### config.mk
export PLATFORM = sky130hd
export DESIGN_NAME = seg7_countdown_ctrl
export DESIGN_NICKNAME = d
export VERILOG_FILES = /design/src/rtl/seg7_countdown_ctrl.sv
export SDC_FILE = /design/constraint.sdc
export NUM_CORES = 1
export LEC_CHECK = 0
export CORE_MARGIN = 2
export CORE_UTILIZATION = 61
export DETAILED_ROUTE_END_ITERATION = 12
export HOLD_SLACK_MARGIN = 0.12
export PLACE_DENSITY = 0.81
export SLEW_MARGIN = 30
export SYNTH_ARGS = -nofsm -noshare
export SYNTH_HDL_FRONTEND = slang
export SYNTH_SLANG_ARGS = --single-unit
### constraint.sdc
create_clock -name clk -period 3.85 [get_ports clk]
set_clock_uncertainty 0.15 [all_clocks]
set_input_delay 0.385 -clock clk [delete_from_list [all_inputs] [get_ports clk]]
set_output_delay 0.385 -clock clk [all_outputs]
set_load 0.02 [all_outputs]
### src/rtl/seg7_countdown_ctrl.sv
// ---------------------------------------------------------------------------
// seg7_countdown_ctrl
//
// Display sequencer feeding the seven-segment driver. A start request first
// shows the selected operation symbol for OP_HOLD_TICKS ticks. It then counts
// the latched seconds value down to 0, one digit per tick. It finishes with a
// one-cycle done pulse. A cancel request aborts silently.
//
// Parameters:
//   TICK_CYCLES   - clock cycles per displayed second (>= 2)
//   OP_HOLD_TICKS - ticks the operation symbol is held before counting (>= 1)
//
// Ports:
//   clk          in   system clock
//   rst_n        in   asynchronous active-low reset
//   i_start      in   start request (ignored while a sequence is running)
//   i_cancel     in   abort request (wins over i_start)
//   i_op_code    in   [2:0] operation to show, latched at start
//   i_seconds    in   [3:0] countdown start value, latched at start
//   o_en         out  driver display enable
//   o_disp_mode  out  0 = operation symbol, 1 = digit
//   o_op_code    out  [2:0] latched operation code
//   o_digit_val  out  [3:0] current countdown value
//   o_busy       out  high while the symbol or the countdown is shown
//   o_done       out  one-cycle pulse on normal completion
//
// Configuration:
//   SEG7_CD_BLINK_EN - when defined, o_en blinks once per tick (off for the
//   second half of each tick) while the countdown shows 3 or less.
// ---------------------------------------------------------------------------
module seg7_countdown_ctrl #(
    parameter int TICK_CYCLES   = 100_000_000,
    parameter int OP_HOLD_TICKS = 1
) (
    input  logic       clk,
    input  logic       rst_n,
    input  logic       i_start,
    input  logic       i_cancel,
    input  logic [2:0] i_op_code,
    input  logic [3:0] i_seconds,
    output logic       o_en,
    output logic       o_disp_mode,
    output logic [2:0] o_op_code,
    output logic [3:0] o_digit_val,
    output logic       o_busy,
    output logic       o_done
);

    localparam logic [26:0] TICK_LAST = 27'(TICK_CYCLES - 1);
    localparam int          HOLD_W    = (OP_HOLD_TICKS > 1) ? $clog2(OP_HOLD_TICKS) : 1;
    localparam logic [HOLD_W-1:0] HOLD_LAST = HOLD_W'(OP_HOLD_TICKS - 1);
`ifdef SEG7_CD_BLINK_EN
    localparam logic [26:0] TICK_HALF = 27'(TICK_CYCLES / 2);
`endif

    // LAUNCH is a one-cycle internal step between accepting a start and
    // showing the symbol; the outputs still look idle during it, which gives
    // the one-cycle start-to-display latency.
    typedef enum logic [1:0] {
        ST_IDLE    = 2'd0,
        ST_LAUNCH  = 2'd1,
        ST_SHOW_OP = 2'd2,
        ST_COUNT   = 2'd3
    } state_t;

    state_t            state, state_n;
    logic [26:0]       cyc_cnt, cyc_n;
    logic [HOLD_W-1:0] hold_cnt, hold_n;
    logic [2:0]        op_q, op_q_n;
    logic [3:0]        sec_q, sec_q_n;

    logic       en_n, mode_n, busy_n, done_n;
    logic [2:0] op_n;
    logic [3:0] digit_n;
    logic       tick;

    assign tick = (cyc_cnt == TICK_LAST);

    // Next-state and next-output logic. Outputs are computed from the state
    // being entered so that the registered outputs line up with the state.
    always_comb begin
        // NOTE: every variable gets a default before the case statement so
        // that no path leaves one unassigned, which would infer a latch.
        state_n = state;
        cyc_n   = tick ? 27'd0 : cyc_cnt + 27'd1;
        hold_n  = hold_cnt;
        op_q_n  = op_q;
        sec_q_n = sec_q;
        mode_n  = o_disp_mode;
        op_n    = o_op_code;
        digit_n = o_digit_val;
        done_n  = 1'b0;

        case (state)
            ST_IDLE: begin
                cyc_n  = 27'd0;
                mode_n = 1'b0;
                if (i_start && !i_cancel) begin
                    op_q_n  = i_op_code;
                    sec_q_n = i_seconds;
                    state_n = ST_LAUNCH;
                end
            end

            ST_LAUNCH: begin
                cyc_n  = 27'd0;
                hold_n = '0;
                if (i_cancel) begin
                    state_n = ST_IDLE;
                end else begin
                    state_n = ST_SHOW_OP;
                    op_n    = op_q;
                    mode_n  = 1'b0;
                end
            end

            ST_SHOW_OP: begin
                if (i_cancel) begin
                    state_n = ST_IDLE;
                    cyc_n   = 27'd0;
                    mode_n  = 1'b0;
                end else if (tick) begin
                    if (hold_cnt == HOLD_LAST) begin
                        state_n = ST_COUNT;
                        digit_n = sec_q;
                        mode_n  = 1'b1;
                    end else begin
                        hold_n = hold_cnt + HOLD_W'(1);
                    end
                end
            end

            ST_COUNT: begin
                if (i_cancel) begin
                    state_n = ST_IDLE;
                    cyc_n   = 27'd0;
                    mode_n  = 1'b0;
                end else if (tick) begin
                    if (o_digit_val == 4'd0) begin
                        state_n = ST_IDLE;
                        done_n  = 1'b1;
                        mode_n  = 1'b0;
                    end else begin
                        digit_n = o_digit_val - 4'd1;
                    end
                end
            end

            default: begin
                state_n = ST_IDLE;
                cyc_n   = 27'd0;
                mode_n  = 1'b0;
            end
        endcase

        busy_n = (state_n == ST_SHOW_OP) || (state_n == ST_COUNT);
        en_n   = busy_n;
`ifdef SEG7_CD_BLINK_EN
        // Final-seconds warning: dark for the second half of each tick.
        if ((state_n == ST_COUNT) && (digit_n <= 4'd3) && (cyc_n >= TICK_HALF)) begin
            en_n = 1'b0;
        end
`endif
    end

    // NOTE: sequential state uses non-blocking assignments so every register
    // samples the pre-edge values regardless of statement order.
    always_ff @(posedge clk or negedge rst_n) begin
        if (!rst_n) begin
            state       <= ST_IDLE;
            cyc_cnt     <= 27'd0;
            hold_cnt    <= '0;
            op_q        <= 3'd0;
            sec_q       <= 4'd0;
            o_en        <= 1'b0;
            o_disp_mode <= 1'b0;
            o_op_code   <= 3'd0;
            o_digit_val <= 4'd0;
            o_busy      <= 1'b0;
            o_done      <= 1'b0;
        end else begin
            state       <= state_n;
            cyc_cnt     <= cyc_n;
            hold_cnt    <= hold_n;
            op_q        <= op_q_n;
            sec_q       <= sec_q_n;
            o_en        <= en_n;
            o_disp_mode <= mode_n;
            o_op_code   <= op_n;
            o_digit_val <= digit_n;
            o_busy      <= busy_n;
            o_done      <= done_n;
        end
    end

endmodule

# Word level (Yosys, flattened, before mapping)
# Index checks and enable logic that the tools add are counted.
# classes
add_sub_neg	3
eq_ne	17
n_mux	35
n_bitwise	1
reduce_logical	14
# op_table
operator	count
27-bit two-way mux	2
27-bit case mux with 2 select lines	1
27-bit by 1-bit adder with 27-bit output (second input constant)	1
27-bit equality test (second input constant)	1
4-bit two-way mux	6
2-bit two-way mux	8
1-bit two-way mux	14
2-bit != test (second input constant)	7
3-bit != test (second input constant)	4
2-bit equality test (second input constant)	4
2-bit case mux with 4 select lines	1
4-bit case mux with 2 select lines	1
7-bit AND reduction	1
5-bit AND reduction	1
4-bit zero test	1
1-bit case mux with 4 select lines	1
2-bit AND reduction	2
2-bit nonzero test	2
2-bit OR reduction	2
4-bit by 1-bit subtractor with 4-bit output (second input constant)	1
3-bit AND reduction	1
2-bit by 1-bit equality test with 1-bit output (second input constant)	1
2-bit zero test	1
1-bit case mux with 2 select lines	1
5 further kinds	5
# totals
register_bits	47
output_inout_bits	11
wordCells	80

# Logic depth before layout (Yosys ltp)
# depth
word_depth	7
mapped_depth	7
ltp_nobuf	6

# Least setup slack after synthesis
# OpenSTA, ideal clock, no wires.
# synth_timing
path_kind	register to register
from	register cyc_cnt[0]
to	register o_digit_val[0]
t_arrival_ns	1.738
t_required_ns	3.579
path_slack_ns	1.841
stages_incl_launch_ff	6
n_path_buf	0
path_cell_list	dfrtp_1 > ha_1 > nand3_1 > or4_4 > or2_4 > o22a_1
# synth_between
elab_chain_cells	3
# synth_rtl
element	line_no	source
start: declaration	67	logic [26:0] cyc_cnt, cyc_n;
start signal: assignment	183	cyc_cnt <= cyc_n;
27-bit equality test *	77	assign tick = (cyc_cnt == TICK_LAST);
2-bit != test (no source line)	n/a	
7-bit AND reduction (no source line) *	n/a	
end signal: assignment	190	o_digit_val <= digit_n;
end: declaration	44	output logic [3:0] o_digit_val,
# Every way passes the cells marked *; elsewhere a longest branch is shown, timed or not.
# A chain may end at the register's enable or synchronous reset.

# Worst setup path in the final report
# layout_timing
from	register cyc_cnt[0]
to	register o_digit_val[1]
# The elaborated chain is that of the path after synthesis.

==> results.md <==
- Setup TNS: 0 ps
- Largest net degree at the start of global routing: 29
- Clock Tree Root: clkbuf_8
- Critical path launch point type: flip-flop
- Highest ir drop seen on vdd: about 0.32 mV
- Die Footprint: approximately 4300 µm²
- Synthesis-stage register bit count: 45
- LEAKAGE: 0.979 nW
- IO Pins: 22
- Final Hold Vio Count: 0
- Post-synth top area share: 0.484
- Buf/Inv on CP: 0
- Biggest area consumer among synthesized cells: dfrtp_1
- CTS tree: built
- Max Freq: about 450 MHz
- PwrDens: between 300 and 400 nW/µm²
- Vias: roughly 1,800
- Tmin final: between 2000 and 2500 ps
- Required time worst endpoint: a little under 4000 ps
- Crit end category: flip-flop
- Clk slew on worst S/H paths: roughly 80 ps
- Slew headroom: 0.600
- Combinational fraction of design power: 0.151
- Netlist cell types: between 40 and 50
- CP Class: reg2reg
- RSZ-0062 raised after global routing: false
- Global route overflow: 0
- Die width: 65.8 µm
- Vias in the first global route: 1,668
- Worst skew pair latency: ~300 ps
- Worst-path cell chain: ha_1 -> nand3_1 -> or4_4 -> or2_4 -> o22a_1
- Port Buffers: 21
- Mapped Cells: 230
- Arrival @ worst endpoint: between 2000 and 2500 ps
- Yosys warnings: 0
- Synth area leaders: dfrtp_1 (48%), o31ai_1 (3.9%), or4_1 (3.9%)
- Commonest cells after routing, fill and taps aside: dfrtp_1 (45), clkdlybuf4s50_1 (20), nor2_1 (18), a21oi_1 (16), nand3_1 (13)
- First-pass GRT wire length: roughly 7700 µm
- Drt via density: slightly above 6
- Row count: 22
- Mapped Area: 2330 µm²
- Max_cap viols: 0
- Gr usage total: 0.235
- Crit-path slowest cell: or4_4
- Clock share of power: 0.296
- Hpwl dp: about 3400 µm
- Flop pwr share: 0.553
- Die Height: approximately 66 µm
- Post-route ant nets: 0
- CTS Buf Count: 5
- Starting Density: 0.636
- Worst hold-check path type: reg2reg
- Final period utilization: 0.571
- Drt pass-1 iters: 4
- Routability cong.: 0.824
- Worst-margin pin slew: 597 ps
- Sw frac: 0.261
- Area of the core: 3660 µm²
- Diodes inserted: 0
- P&R area growth vs syn: 14.1%
- Post-Layout Cell Count: between 200 and 300
- Int Pwr: 713 µW
- Critical-path maximum fanout: 7
- CP top delay family: simple AND/OR/NAND/NOR gates
- Status: complete, no violations
- Most common cell after layout, fill and taps aside: dfrtp_1
- Synthesized area per cell: just over 10 µm²
- H-tree lvl count: 2
- Seq/Total Area, Yosys: 0.484
- Routed len/inst: around 15 µm
- Synthesized net count: between 200 and 250
- Layout cells sized above 1: 0.0840
- Routed WL: between 4000 and 5000 µm
- Max stage delay on crit path: between 500 and 600 ps
- Finish-stage setup viols: 0
- Initial drt markers: ~150
- Final Max Slew Viols: 0
- Clk buf depth: 2
- Post-Place Cells: 289
- Nets: 262
- DRC errors left: 0
- Post-cts resize count: 0
- Antenna violations before repair: 0
- Sw power: between 200 and 300 µW
- Sinks on Clock Net: 45
## cells by family after synthesis
| family | after synthesis | share of synthesized area |
|---|---|---|
| DFF | 45 | 0.484 |
| and+or+nand+nor | 100 | 0.255 |
| xor gates and xnor gates | 12 | 0.0451 |
| AOI/OAI and AO/OA | 44 | 0.120 |
| buffers and inverters | 17 | 0.0365 |
| adders and majority gates | 2 | 0.0107 |
| muxes | 10 | 0.0484 |
## power groups by stage
stage	clock network, mW	registers (mW)	logic (mW)
after floorplan	0	0.556	0.0588
after CTS	0.292	0.536	0.147
after detailed placement	0	0.545	0.146
after global placement	0	0.541	0.140
final	0.286	0.534	0.145
after global routing	0.310	0.539	0.157
## per-stage QoR
| step | setup slack (ps) | instance area (µm²) | hold slack [ps] | util | total power, mW |
|---|---|---|---|---|---|
| 2_1_floorplan | 1840 | 2330 | -60.6 | - | 0.615 |
| 3_3_place_gp | 1580 | 2540 | 315 | 0.693 | 0.680 |
| 3_5_place_dp | 1540 | 2560 | 199 | 0.699 | 0.691 |
| 4_1_cts | 1650 | 2660 | 344 | 0.726 | 0.975 |
| 5_1_grt | 1520 | 2660 | 349 | 0.726 | 1.01 |
| 6_report | 1650 | 2660 | 338 | 0.726 | 0.966 |
## layer usage
| layer | wire, µm | share of wire | GRT usage | vias to the layer above |
|---|---|---|---|---|
| li1 | - | - | - | 899 |
| met1 | 2150 | 0.47 | 0.323 | 899 |
| met2 | 2270 | 0.50 | 0.370 | 16 |
| met3 | 98 | 0.021 | 0.0562 | 6 |
| met4 | 57 | 0.012 | 0.0703 | 0 |
| met5 | 0 | 0 | 0 | - |
## state kept, by name, summed over array words and instances, names as in the netlist
| name | flops |
|---|---|
| o_disp_mode | 1 |
| o_op_code | 3 |
| o_done | 1 |
| op_q | 3 |
| o_digit_val | 4 |
| sec_q | 4 |
| cyc_cnt | 27 |
| state | 1 |
| o_busy | 1 |
## worst paths after layout
check / to / from / slack (ps) / cells after the start
worst max-delay path: o_digit_val[1]$_DFFE_PN0P_ / cyc_cnt[0]$_DFF_PN0_ / 1650 / 5
worst min-delay path: op_q[0]$_DFFE_PN0P_ / op_q[0]$_DFFE_PN0P_ / 340 / 1
worst max register to register: o_digit_val[1]$_DFFE_PN0P_ / cyc_cnt[0]$_DFF_PN0_ / 1650 / 5
worst min register to register: op_q[0]$_DFFE_PN0P_ / op_q[0]$_DFFE_PN0P_ / 340 / 1
max in group asynchronous: cyc_cnt[6]$_DFF_PN0_ / rst_n / 2650 / 3
min in group asynchronous: cyc_cnt[25]$_DFF_PN0_ / rst_n / 400 / 2
## worst reg2reg max path, delay by kind of cell, from the launching register on
family                   cells  cell delay (ps)
AND/OR/NAND/NOR              3             1050
flip-flops                   1              440
adder cells (fa/ha/maj)      1              310
AO/OA/AOI/OAI                1              150
## timing repair
| action | CTS | global route |
|---|---|---|
| endpoints found under the setup margin | 0 | 0 |
| hold buffers | 1 | 0 |
| hold endpoints to repair | 17 | 0 |
| buffers inserted | 0 | 0 |
## Yosys cell counts
cell type / number
xnor2_1: 6
o21bai_1: 2
o31ai_1: 12
or3_1: 1
a21oi_1: 16
or4_1: 12
nor3b_1: 3
nor4bb_1: 2
buf_4: 2
or3b_2: 1
nor3_1: 6
o211ai_1: 2
dfrtp_1: 45
inv_1: 4
nor2_1: 18
a22oi_1: 1
mux2_2: 3
xor2_1: 6
nand2b_1: 1
nor4_1: 4
or2_1: 1
nor3b_2: 1
and2_1: 1
ha_1: 2
or3_4: 1
nand3_1: 13
o21ai_1: 5
and3_1: 4
and4_1: 3
o22a_1: 2
buf_6: 1
a31oi_1: 2
nor2b_1: 3
mux2_1: 7
or4_4: 1
a32oi_1: 1
nand3_2: 1
buf_2: 5
or2_4: 1
nand4b_1: 1
clkbuf_1: 5
nand4_2: 1
a221oi_1: 1
nand4_1: 8
nand2_1: 12
## cell type report
| class | instances | area [µm²] |
|---|---|---|
| inverter | 4 | 15.0 |
| fill | 286 | 1000 |
| clock buffer | 6 | 72.6 |
| sequential | 45 | 1130 |
| multi-input combinational | 168 | 1120 |
| tap | 48 | 60.1 |
| timing repair buffer | 25 | 250 |
| clock inverter | 2 | 15.0 |
Power figures use the tool's default switching activity.
